<file path="src/rtl/digit_scanner_if.sv">
// Load channel for the digit scanner: a full BCD value offered over valid/ready.
// The master drives value/load_valid; the scanner (slave) answers with load_ready.
interface digit_scanner_if #(
  parameter int DIGITS = 4
);
  logic [4*DIGITS-1:0] value;
  logic                load_valid;
  logic                load_ready;

  modport master (output value, load_valid, input load_ready);
  modport slave  (input value, load_valid, output load_ready);
endinterface

</file>
<file path="src/rtl/digit_scanner.sv">
// Time-multiplexed scan driver for a multi-digit seven-segment display with a
// double-buffered BCD value, frame-aligned commit and optional leading-zero blanking.
module digit_scanner #(
  parameter int DIGITS = 4,
  parameter int DIV    = 1000
) (
  input  logic               clk,
  input  logic               rst,
  digit_scanner_if.slave     load,
  input  logic               blank_lz,
  output logic [3:0]         d,
  output logic [DIGITS-1:0]  an,
  output logic               frame
);

  localparam int CW = $clog2(DIV);
  localparam int IW = $clog2(DIGITS);
  localparam logic [CW-1:0] CNT_MAX = CW'(DIV - 1);
  localparam logic [IW-1:0] IDX_MAX = IW'(DIGITS - 1);

  logic [CW-1:0]        cnt;
  logic [IW-1:0]        idx;
  logic [4*DIGITS-1:0]  active;
  logic [4*DIGITS-1:0]  pending;
  logic                 pend_full;
  logic                 tick;
  logic                 xfer;
  logic [DIGITS-1:0]    blanked;
  logic                 upper_zero;

  assign tick            = (cnt == CNT_MAX);
  assign frame           = tick && (idx == IDX_MAX);
  assign load.load_ready = ~pend_full;
  assign xfer            = load.load_valid && ~pend_full;

  // A transfer can only happen while pending is empty, so it never collides
  // with a commit; a transfer on a frame boundary therefore waits a full frame.
  always_ff @(posedge clk) begin
    if (rst) begin
      cnt       <= '0;
      idx       <= '0;
      active    <= '0;
      pending   <= '0;
      pend_full <= 1'b0;
    end else begin
      cnt <= tick ? '0 : cnt + 1'b1;
      if (tick) begin
        idx <= (idx == IDX_MAX) ? '0 : idx + 1'b1;
      end
      if (frame && pend_full) begin
        active    <= pending;
        pend_full <= 1'b0;
      end
      if (xfer) begin
        pending   <= load.value;
        pend_full <= 1'b1;
      end
    end
  end

  // Walk from the most significant digit down; a digit blanks while every
  // nibble from the top down to it is zero. Digit 0 always shows.
  always_comb begin
    blanked    = '0;
    upper_zero = 1'b1;
    for (int i = DIGITS - 1; i > 0; i--) begin
      upper_zero = upper_zero && (active[4*i +: 4] == 4'd0);
      blanked[i] = blank_lz && upper_zero;
    end
  end

  always_comb begin
    d  = '0;
    an = '0;
    for (int i = 0; i < DIGITS; i++) begin
      if (idx == IW'(i) && !blanked[i]) begin
        d     = active[4*i +: 4];
        an[i] = 1'b1;
      end
    end
  end

endmodule

</file>
<file path="src/flat_wrapper.sv">
// flat-port wrapper written by rule: the top's interface ports become plain ports
module digit_scanner_flat 
#(
  parameter int DIGITS = 4,
  parameter int DIV    = 1000
)
  (clk, rst, blank_lz, d, an, frame, load_value, load_load_valid, load_load_ready);
  digit_scanner_if #(.DIGITS(DIGITS)) load_i ();
  input  logic clk;
  input  logic rst;
  input  logic blank_lz;
  output logic [3:0] d;
  output logic [DIGITS-1:0] an;
  output logic frame;
  input wire logic [$bits(load_i.value)-1:0] load_value;
  input wire logic [$bits(load_i.load_valid)-1:0] load_load_valid;
  output wire logic [$bits(load_i.load_ready)-1:0] load_load_ready;
  assign load_i.value = load_value;
  assign load_i.load_valid = load_load_valid;
  assign load_load_ready = load_i.load_ready;
  digit_scanner #(.DIGITS(DIGITS), .DIV(DIV)) u_core (.clk(clk), .rst(rst), .load(load_i), .blank_lz(blank_lz), .d(d), .an(an), .frame(frame));
endmodule
</file>
<file path="config.mk">
export PLATFORM = sky130hd
export DESIGN_NAME = digit_scanner_flat
export DESIGN_NICKNAME = d
export VERILOG_FILES = /design/src/rtl/digit_scanner_if.sv /design/src/rtl/digit_scanner.sv /design/src/flat_wrapper.sv
export SDC_FILE = /design/constraint.sdc
export NUM_CORES = 1
export LEC_CHECK = 0
export ABC_CLOCK_PERIOD_IN_PS = 1950
export BUFFER_PORTS_ARGS = -buffer_cell sky130_fd_sc_hd__buf_2
export CAP_MARGIN = 30
export CORE_AREA = 5 5 69 71
export CTS_CLUSTER_SIZE = 8
export DETAILED_ROUTE_END_ITERATION = 7
export DIE_AREA = 0 0 74 76
export PLACE_DENSITY_LB_ADDON = 0.15
export REMOVE_ABC_BUFFERS = 1
export SETUP_SLACK_MARGIN = 0.15
export SLEW_MARGIN = 40
export SYNTH_ARGS = -nofsm -noshare
export SYNTH_HDL_FRONTEND = slang
export SYNTH_SLANG_ARGS = --single-unit
</file>
<file path="constraint.sdc">
create_clock -name clk -period 1.95 [get_ports clk]
set_input_delay 0.0975 -clock clk [delete_from_list [all_inputs] [get_ports clk]]
set_output_delay 0.0975 -clock clk [all_outputs]
set_load 0.01 [all_outputs]
</file>
Word level (Yosys, flattened, before mapping)
Index checks and enable logic that the tools add are counted.
Widths: inputs -> output; s select.
- flip-flop bits (word level): 45
- bits of input ports: 20
- output and inout bits: 10
- logic and storage cells: 43
- add/sub/neg operators: 2
- eq/ne operators: 4
- muxes and demuxes: 11
- bitwise logic cells: 1
- reductions and logical operators: 20
- operators by type and width (cell ; count):
    $mux 4 ; 4
    $logic_not 4->1 ; 3
    $logic_and 1x1->1 ; 11
    $add 10x1->10 const B ; 1
    $eq 10x10->1 const B ; 1
    $mux 1 ; 6
    $eq 2x2->1 const B ; 2
    $logic_not 1->1 ; 3
    $add 2x1->2 const B ; 1
    $eq 2x1->1 const B ; 1
    $logic_not 2->1 ; 1
    $mux 2 ; 1
    $reduce_bool 2->1 ; 1
    $reduce_or 2->1 ; 1
    $not 1->1 ; 1

Longest topological paths before layout
Gate-level depths: netlist (run 1).
- depth after elaboration: 9
- gate-level depth with buffers: 8
- mapped depth without buffers: 6

Least setup slack after synthesis (run 1)
OpenSTA, ideal clock, no wires.
- kind: reg2out
- start point: register u_core.active[8]
- end point: output d[0]
- data arrival time: 1.700 ns
- data required time: 1.852 ns
- path slack: 0.153 ns
- stages on the path, launching flop included: 6
- buffers on the path: 1
- cell sequence: dfxtp_1 > or4_4 > or3_1 > buf_6 > a222oi_1 > a32oi_1
- cells in the longest elaborated chain, start to end: 9
- elaborated cells on any way between the ends: 12
- those cells by class: mux (3); reduce/logical (9)
- ends and longest elaborated chain (item ; line ; source):
    start: declaration ; digit_scanner.sv:23 ; logic [4*DIGITS-1:0] active;
    start signal: assignment ; digit_scanner.sv:51 ; active <= pending;
    $logic_not 4->1 ; digit_scanner.sv:67 ; upper_zero = upper_zero && (active[4*i +: 4] == 4'd0);
    $logic_and 1x1->1 (2 in series) ; digit_scanner.sv:67 ;
    $logic_and 1x1->1 ; digit_scanner.sv:68 ; blanked[i] = blank_lz && upper_zero;
    $logic_not 1->1 ; digit_scanner.sv:76 ; if (idx == IW'(i) && !blanked[i]) begin
    $logic_and 1x1->1 ; digit_scanner.sv:76 ;
    $mux 4 ; digit_scanner.sv:76 ;
    $mux 4 * (2 in series) ; digit_scanner.sv:76 ;
    end: declaration ; flat_wrapper.sv:12 ; output logic [3:0] d;
Mark *: on every way between the ends. The rest lies on a longest branch, timed or not.

Worst setup path in the final report (run 1)
- start point: register u_core.active[8]
- end point: output d[3]
- cells in the longest elaborated chain, start to end: 9
- elaborated cells on any way between the ends: 12
- those cells by class: mux (3); reduce/logical (9)
- ends and longest elaborated chain (item ; line):
    $logic_not 4->1 * ; digit_scanner.sv:67
    $logic_and 1x1->1 * ; digit_scanner.sv:67
    $logic_and 1x1->1 ; digit_scanner.sv:67
    $logic_and 1x1->1 ; digit_scanner.sv:68
    $logic_not 1->1 ; digit_scanner.sv:76
    $logic_and 1x1->1 ; digit_scanner.sv:76
    $mux 4 ; digit_scanner.sv:76
    $mux 4 * (2 in series) ; digit_scanner.sv:76
Marked as above.

==> impl_metrics.tcl, run 1 <==
set metrics [dict create \
    boundaryPins 30 \
    place_inst 307 \
    setup-violations-final 5 \
    rr_startpoint "u_core.idx[0]" \
    chipWidth_um 74 \
    synth_warnings 0 \
    die-height_um 76 \
    dp_slack_ns -0.00419 \
    cts_tree "built" \
    dp_hpwl_mm 2.97 \
    clk_pin_slew_ns 0.08 \
    cts-htree-levels 2 \
    hp-start "load_value[5]" \
    critPathKind "flip-flop to output pin" \
    maxCapViolCount 0 \
    grt_first_pass_wirelength_mm 6.93 \
    dr.first_iter.drc_count 63 \
    num-fill-cells 409 \
    io_buffers 29 \
    synth_cell_type_count 34 \
    drc 0 \
    antenna_found_initial 0 \
    clockRootBuffer "clkbuf_8" \
    worstPathMaxFanout 7 \
    viasPerCell 5.07 \
    r2r_end "u_core.active[9]" \
    clock_skew_ns 0.00772 \
    outcome "complete, but fails checks" \
    grt_pass1_vias 1553 \
    slew_viol_final 0 \
    avgSynthCellArea_um2 8.60 \
    min_path_type "input pin to flip-flop" \
    finalNetCount 290 \
    die_area_mm2 0.00562 \
    place_congestion 0.764 \
    p_leak_nw 0.944 \
    hold_depth 3 \
    clock_insertion_delay_worst_skew_ns 0.29 \
    fin_util_pct 56.4 \
    min_to "u_core.pending[5]" \
    regToRegSetupSlack_ns 0.21 \
    ctsHoldBuffers 0 \
    rows 24 \
    ys_ff_latch 45 \
    area_delta_synth_final_pct 21.7 \
    core_area_mm2 0.00417 \
    slew_headroom_pct 60.4 \
    final-hold-violation-count 0 \
    endpoint_kind "output pin" \
    power_w 0.00177 \
    syn_inst 225 \
    clock_path_buffers 2 \
    cp-start-kind "flip-flop" \
    ys_seq_area_share_pct 46.5 \
    violations "negative setup slack" \
    via_count 1612 \
    ff2ff_path_depth 6 \
    wl_mm 4.15 \
    final_common_cell "dfxtp_1" \
    power_density_mw_per_mm2 752 \
    multi_input_area_um2 963 \
    gr-total-overflow 0 \
    fin_cells 318 \
    synth.cell_area_mm2 0.00194 \
    postRouteAntennaNets 0 \
    start_util_pct 46.4 \
    avgRoutedWirePerCell_um 13.0 \
    seq_area_um2 906 \
    first_pass_iters 5 \
    grt_max_degree 17 \
    ir_worst_vdd_mv 0.429 \
    worst_pin_slew_ns 0.592 \
    fin_setup_tns_ns -0.822 \
    most-common-layout-cells "41 x dfxtp_1, 40 x nand2_1, 32 x nor2_1" \
    finalCritPeriodShare_pct 112 \
    antenna_cells 0 \
    rsz0062_at_grt "yes" \
    fin_crit_ns 2.18 \
    crit_arrival_ns 2.08 \
    fmax_mhz 459 \
    fin_ws_ns -0.227 \
    cp.required_ns 1.85 \
    cts_made_buffers 5 \
    track_usage_pct 15.4 \
    drive_gt1_share_pct 24.1 \
    clock-sinks 45 \
]
layout make-up:
cell class	count	area share, %
multi-input combinational	160	40.9
sequential	45	38.4
timing repair buffer	45	11.7
clock buffer	7	3.66
tap	52	2.76
clock inverter	1	1.27
inverter	8	1.27
worst max-delay path, cell delays in order, from the launching register on:
cell	delay [ns]
dfxtp_2	0.32
or4_4	0.53
or3_4	0.38
a222oi_1	0.28
a32oi_1	0.11
buf_2	0.16
cells in the mapped netlist:
cell type	number	area [um^2]
buf_4	1	7.51
nor2_1	32	120
o41ai_2	1	16.3
nand2b_1	1	6.26
o21ai_0	4	20.0
nand3_1	6	30.0
ha_1	5	62.6
or4_1	1	7.51
a21oi_1	16	80.1
o21ai_1	1	5.00
or4_4	1	11.3
a222oi_1	3	30.0
nand2_1	40	150
dfxtp_1	45	901
a32oi_1	3	26.3
buf_6	1	11.3
or2_2	1	6.26
xnor2_1	6	52.6
a31oi_1	1	6.26
nand4b_1	1	8.76
nor2b_1	1	6.26
a21o_1	2	15.0
and3_1	1	6.26
nor3b_1	1	7.51
xor2_1	2	17.5
buf_2	2	10.0
nand4_1	2	12.5
clkbuf_1	8	30.0
or3_1	2	12.5
nor4_1	1	6.26
nor3_1	4	20.0
inv_1	8	30.0
mux2i_1	19	190
and2_1	2	12.5
report_power, final:
part | internal (W) | switching (W) | total [W]
logic | 0.0000420 | 0.0000567 | 0.0000987
clock network | 0.000418 | 0.000295 | 0.000712
registers | 0.000944 | 0.0000162 | 0.000960
worst max-delay path by stage:
stage	start	end	slack, ns
3_3_place_gp	u_core.active[8]	d[3]	0.009
6_report	u_core.active[8]	d[3]	-0.23
3_5_place_dp	u_core.active[8]	d[3]	-0.004
4_1_cts	u_core.active[8]	d[3]	-0.23
5_1_grt	u_core.active[8]	d[0]	-0.34
2_1_floorplan	u_core.idx[0]	u_core.active[0]	-1.56
timing repair:
action / 4_1_cts / 5_1_grt
endpoints found under the setup margin: 6 / 24
gates cloned: 0 / 0
gates resized for setup: 8 / 2
setup buffers: 2 / 1
pin swaps: 6 / 1
registers in the layout, summed over array words and instances (netlist names):
register,cells
u_core.idx,2
u_core.pend_full,1
u_core.pending,16
u_core.cnt,10
u_core.active,16
metal layers:
metal  up-vias  part of all wire [%]  GRT usage (%)
li1        836                     -              -
met1       745                    44           18.8
met2        29                    52           26.8
met3         2                   3.4           3.30
met4         0                  0.36           3.80
met5         -                     0              0
metrics by stage:
step	hold WS, ns	cell area, um^2
after floorplan	0.167	1880
after detailed placement	0.342	2190
final	0.0404	2360
after global placement	0.338	2190
after CTS	0.0321	2340
after global routing	0.0392	2360
kinds of logic (layout without fill, tap and decap cells):
| logic type | Yosys count | in the layout | synth area share (%) |
|---|---|---|---|
| AND/OR/NAND/NOR | 97 | 97 | 21.9 |
| flip-flops | 45 | 45 | 46.5 |
| AO/OA/AOI/OAI | 31 | 31 | 10.3 |
| buffers and inverters | 20 | 61 | 4.59 |
| multiplexers | 19 | 19 | 9.83 |
| XOR/XNOR | 8 | 8 | 3.62 |
| adder cells (fa/ha/maj) | 5 | 5 | 3.23 |
Power figures use the tool's default switching activity.
==> run 2: changes to the inputs <==
--- a/config.mk
+++ b/config.mk
@@ -8,10 +8,10 @@
 export ABC_CLOCK_PERIOD_IN_PS = 1950
 export BUFFER_PORTS_ARGS = -buffer_cell sky130_fd_sc_hd__buf_2
 export CAP_MARGIN = 30
-export CORE_AREA = 5 5 69 71
+export CORE_AREA = 5 5 82 84
 export CTS_CLUSTER_SIZE = 8
 export DETAILED_ROUTE_END_ITERATION = 7
-export DIE_AREA = 0 0 74 76
+export DIE_AREA = 0 0 87 89
 export PLACE_DENSITY_LB_ADDON = 0.15
 export REMOVE_ABC_BUFFERS = 1
 export SETUP_SLACK_MARGIN = 0.15
==> run 2 against run 1 <==
Effect of this change:
- the run still ends with negative setup slack left
- count of clock-buffer cells in the layout fell by 1
- register-to-register slack improved by 0.04 ns
- final cell count rose by 9.7%
- combinational power barely moved
- core utilization fell by 15 points
- first-iteration DRC count rose by 11%
- sequential power barely moved
- sequential share of layout area fell by 1.3 points
- fmax fell by 0.37%
- clock skew fell by 0.0044 ns
- die area rose by 38%
- critical path type unchanged
==> impl_metrics.tcl, run 2 (synthesized netlist as in run 1, its figures left out) <==
set metrics [dict create \
    grt_max_degree 21 \
    cp-start-kind "flip-flop" \
    gr-total-overflow 0 \
    wl_mm 4.50 \
    rsz0062_at_grt "yes" \
    swShare_pct 23.6 \
    cts_tree "built" \
    grt_first_pass_wirelength_mm 7.42 \
    via_count 1645 \
    final_common_cell "dfxtp_1" \
    finalCritPeriodShare_pct 112 \
    die_area_mm2 0.00774 \
    intPower_w 0.00124 \
    clock-sinks 45 \
    r2r_end "u_core.active[4]" \
    viasPerCell 4.71 \
    ctsHoldBuffers 0 \
    rr_startpoint "u_core.cnt[6]" \
    fin_cells 349 \
    first_pass_iters 4 \
    area_delta_synth_final_pct 26.1 \
    reg.largest.list "u_core.active (16), u_core.pending (16), u_core.cnt (10)" \
    fin_util_pct 41.7 \
    postRouteAntennaNets 0 \
    cts-htree-levels 2 \
    worst_pin_slew_ns 0.587 \
    regToRegSetupSlack_ns 0.25 \
    clock_path_buffers 2 \
    start_util_pct 33.1 \
    maxCapViolCount 0 \
    fin_ws_ns -0.235 \
    switchingPower_w 0.000381 \
    critPathKind "flip-flop to output pin" \
    clkPwrFrac_pct 34.3 \
    p_seq_share_pct 59.5 \
    crit_arrival_ns 2.09 \
    antenna_found_initial 0 \
    place_congestion 0.794 \
    clock_skew_ns 0.00334 \
    cp-startpoint "u_core.active[8]" \
    antenna_cells 0 \
    track_usage_pct 12.3 \
    power_density_mw_per_mm2 663 \
    drc 0 \
    outcome "complete, but fails checks" \
    avgRoutedWirePerCell_um 12.9 \
    violations "negative setup slack" \
    path_cells "or4_4 -> or3_4 -> a222oi_1 -> a32oi_1 -> buf_2" \
    min_path_type "input pin to flip-flop" \
    worstPathMaxFanout 7 \
    place_inst 338 \
    dr.first_iter.drc_count 70 \
    final-hold-violation-count 0 \
    clk_pin_slew_ns 0.08 \
    ff2ff_path_depth 5 \
    ir_worst_vdd_mv 0.297 \
    io_buffers 29 \
    cp.required_ns 1.85 \
    slew_viol_final 0 \
    cts_made_buffers 5 \
    die-height_um 89 \
    clockRootBuffer "clkbuf_8" \
    endpoint_kind "output pin" \
    clock_insertion_delay_worst_skew_ns 0.29 \
    p_comb_share_pct 6.3 \
    p_leak_nw 0.975 \
    drive_gt1_share_pct 26.3 \
    fmax_mhz 458 \
    rows 28 \
    chipWidth_um 87 \
    slew_headroom_pct 60.8 \
    dp_hpwl_mm 3.26 \
    most-common-layout-cells "41 x dfxtp_1, 40 x nand2_1, 32 x nor2_1" \
    max_stage_delay_ns 0.53 \
    fin_crit_ns 2.18 \
    boundaryPins 30 \
    grt_pass1_vias 1576 \
    cp-endpoint "d[0]" \
    cpMaxStageDelayCell "or4_4" \
    setup-violations-final 5 \
    finalNetCount 298 \
    core_area_mm2 0.00585 \
]
## run 2: critical path, delay by kind of cell, from the launching register on
family	cells	cell delay [ns]
buffers and inverters	1	0.16
AOI/OAI and AO/OA	2	0.40
and+or+nand+nor	2	0.92
DFF	1	0.31
## run 2: power by group through the flow
| stage | Sequential [W] | Clock [W] | Combinational (W) |
|---|---|---|---|
| floorplan | 0.000977 | 0 | 0.0000471 |
| global route | 0.000966 | 0.000611 | 0.000119 |
| detailed placement | 0.000981 | 0 | 0.000100 |
| global placement | 0.000981 | 0 | 0.0000990 |
| finish | 0.000962 | 0.000555 | 0.000101 |
| CTS | 0.000960 | 0.000579 | 0.000102 |
## run 2: per-stage QoR
stage / power [W] / instance area, um^2 / setup TNS (ns) / setup WS (ns) / hold slack (ns)
floorplan: 0.00102 / 1880 / -26.25 / -1.56 / 0.167
global placement: 0.00108 / 2280 / -0.00382 / -0.00332 / 0.337
detailed placement: 0.00108 / 2280 / -0.00692 / -0.00567 / 0.343
CTS: 0.00164 / 2370 / -1.06 / -0.248 / 0.0221
global route: 0.00170 / 2440 / -1.44 / -0.338 / 0.0343
finish: 0.00162 / 2440 / -0.961 / -0.235 / 0.0335
## run 2: what timing repair did
action,CTS,global route
endpoints found under the hold margin,0,0
buffers inserted,0,2
gates resized for setup,1,11
pin swaps,6,2
setup endpoints to repair,6,24
cloned,0,1
## run 2: worst min path at each step
stage,start,end,slack [ns],cells past startpoint
after floorplan,rst,u_core.pending[0],0.17,1
after global placement,load_value[4],u_core.pending[4],0.34,3
after detailed placement,load_value[6],u_core.pending[6],0.34,3
after CTS,load_value[6],u_core.pending[6],0.02,3
after global routing,load_value[5],u_core.pending[5],0.03,3
final,load_value[15],u_core.pending[15],0.03,3
## run 2: cell type report
type / instances / area (um^2)
multi-input cells: 160 / 995
repair buffers: 53 / 333
clock inverters: 2 / 10.0
flip-flops and latches: 45 / 906
fillers: 607 / 3410
inverters: 8 / 30.0
well taps: 75 / 93.8
clock buffers: 6 / 72.6
## run 2: routing by layer
metal,track usage (%),routed length [um]
met5,0,0
met3,3.32,200
met4,4.25,52
met2,19.2,2100
met1,16.3,2150
==> run 3: changes to the inputs <==
--- a/config.mk
+++ b/config.mk
@@ -8,10 +8,11 @@
 export ABC_CLOCK_PERIOD_IN_PS = 1950
 export BUFFER_PORTS_ARGS = -buffer_cell sky130_fd_sc_hd__buf_2
 export CAP_MARGIN = 30
-export CORE_AREA = 5 5 82 84
+export CORE_AREA = 5 5 59 101
 export CTS_CLUSTER_SIZE = 8
 export DETAILED_ROUTE_END_ITERATION = 7
-export DIE_AREA = 0 0 87 89
+export DIE_AREA = 0 0 64 106
+export HOLD_SLACK_MARGIN = 0.08
 export PLACE_DENSITY_LB_ADDON = 0.15
 export REMOVE_ABC_BUFFERS = 1
 export SETUP_SLACK_MARGIN = 0.15
==> run 3 against run 2 <==
Effect of this change:
- the run still ends with negative setup slack left
- worst setup slack got worse by 0.030 ns
- clock power increased by 4%
- critical path type unchanged
- first-iteration DRC count decreased by 29%
- global-route usage increased by 2.4 points
- largest power group unchanged
- fmax decreased by 1.3%
- clock skew increased by 0.0029 ns
- wire length increased by 2.5%
- sequential cell count unchanged
- die area decreased by 12%
- register-to-register slack about the same
- sequential power about the same
==> impl_metrics.tcl, run 3 (synthesized netlist as in run 1, its figures left out) <==
set metrics [dict create \
    critPathKind "flip-flop to output pin" \
    io_buffers 29 \
    worst_pin_slew_ns 0.538 \
    regToRegSetupSlack_ns 0.26 \
    power_density_mw_per_mm2 638 \
    setup-violations-final 6 \
    endpoint_kind "output pin" \
    drive_gt1_share_pct 27.0 \
    clock_skew_ns 0.00625 \
    fin_ws_ns -0.264 \
    place_congestion 0.810 \
    core_area_mm2 0.00512 \
    p_leak_nw 1.06 \
    cpMaxStageDelayCell "or4_4" \
    fin_crit_ns 2.21 \
    clockRootBuffer "clkbuf_8" \
    dp_hpwl_mm 3.30 \
    cp-endpoint "d[0]" \
    r2r_end "u_core.active[15]" \
    cts_made_buffers 5 \
    die-height_um 106 \
    antenna_cells 0 \
    wl_met3_um 119 \
    p_comb_share_pct 7.7 \
    violations "negative setup slack" \
    placed_cell_area_mm2 0.00225 \
    power_w 0.00166 \
    hold_depth 2 \
    multi_input_area_mm2 0.00100 \
    most-common-layout-cells "40 x nand2_1, 40 x dfxtp_1, 32 x nor2_1" \
    clock-sinks 45 \
    track_usage_pct 14.7 \
    fin_area_mm2 0.00261 \
    grt_max_degree 21 \
    crit_arrival_ns 2.12 \
    finalNetCount 317 \
    cts-htree-levels 2 \
    fin_util_pct 50.9 \
    seq_area_um2 910 \
    first_pass_iters 4 \
    clkPwrFrac_pct 34.6 \
    rows 35 \
    met1_length_mm 1.85 \
    final-hold-violation-count 0 \
    area_delta_synth_final_pct 34.7 \
    wl_met2_mm 2.52 \
    postRouteAntennaNets 0 \
    via_count 1710 \
    viasPerCell 4.91 \
    die_area_mm2 0.00678 \
    slew_headroom_pct 64.0 \
    grt_pass1_vias 1755 \
    max_stage_delay_ns 0.53 \
    intPower_w 0.00127 \
    min_path_type "input pin to flip-flop" \
    finalCritPeriodShare_pct 114 \
    dr.first_iter.drc_count 50 \
    slew_viol_final 0 \
    boundaryPins 30 \
    rr_startpoint "u_core.idx[1]" \
    start_util_pct 37.8 \
    drc 0 \
    highest_layer "met4" \
    ff2ff_path_depth 7 \
    rsz0062_at_grt "yes" \
    ir_worst_vdd_mv 0.670 \
    wl_mm 4.61 \
    grt_first_pass_wirelength_mm 7.96 \
    cp.required_ns 1.85 \
    switchingPower_w 0.000399 \
    maxCapViolCount 0 \
    avgRoutedWirePerCell_um 13.2 \
    cp-startpoint "u_core.active[8]" \
    clock_insertion_delay_worst_skew_ns 0.30 \
    clock_path_buffers 2 \
    chipWidth_um 64 \
    cp-start-kind "flip-flop" \
    outcome "complete, but fails checks" \
    fmax_mhz 452 \
    worstPathMaxFanout 7 \
    p_seq_share_pct 57.8 \
    antenna_found_initial 0 \
    cts_tree "built" \
    gr-total-overflow 0 \
    num-fill-cells 514 \
    swShare_pct 24.0 \
    path_cells "or4_4 -> or3_4 -> a222oi_1 -> a32oi_2 -> buf_2" \
    clk_pin_slew_ns 0.09 \
    reg.largest.list "u_core.active (16), u_core.pending (16), u_core.cnt (10)" \
]
==> run 3: what timing repair did <==
action | CTS | global route
gates resized for setup | 2 | 15
hold buffers | 17 | 0
setup endpoints to repair | 6 | 24
setup buffers | 1 | 4
gates cloned | 0 | 1
pin swaps | 4 | 6
endpoints found under the hold margin | 17 | 0
==> run 3: power by group through the flow <==
stage	clock (W)	combinational (W)	sequential [W]
finish	0.000575	0.000127	0.000962
global placement	0	0.0000944	0.000982
floorplan	0	0.0000471	0.000977
CTS	0.000604	0.000124	0.000961
detailed placement	0	0.0000967	0.000983
global route	0.000641	0.000148	0.000966
==> run 3: critical path, delay by kind of cell, from the launching register on <==
family,cells,cell delay [ns]
DFF,1,0.32
AOI/OAI and AO/OA,2,0.43
and+or+nand+nor,2,0.91
buffers and inverters,1,0.16
==> run 3: layout make-up <==
type / instances / area share (%)
well taps: 55 / 2.64
clock inverters: 3 / 0.816
repair buffers: 72 / 19.5
flip-flops and latches: 45 / 34.9
multi-input cells: 160 / 38.4
inverters: 8 / 1.15
clock buffers: 5 / 2.64
==> run 3: layer usage <==
metal	GRT usage [%]	vias to the layer above
met5	0	-
met4	6.98	0
met3	2.85	9
met2	26.5	25
met1	15.7	782
li1	-	894
==> run 3: worst min-delay path by stage <==
stage	startpoint	endpoint	slack (ns)
3_3_place_gp	load_value[2]	u_core.pending[2]	0.34
3_5_place_dp	load_value[7]	u_core.pending[7]	0.34
6_report	rst	u_core.active[1]	0.19
2_1_floorplan	rst	u_core.pending[0]	0.17
4_1_cts	rst	u_core.active[1]	0.18
5_1_grt	rst	u_core.active[1]	0.19
==> run 3: per-stage QoR <==
stage               setup TNS [ns]  worst slack (ns)  std cells  hold WS, ns
floorplan                   -26.25             -1.56        213        0.167
global placement           -0.0323           -0.0297        317        0.338
detailed placement         -0.0677           -0.0488        317        0.345
CTS                          -1.15            -0.300        343        0.180
global route                 -1.52            -0.352        348        0.194
finish                      -0.994            -0.264        348        0.185
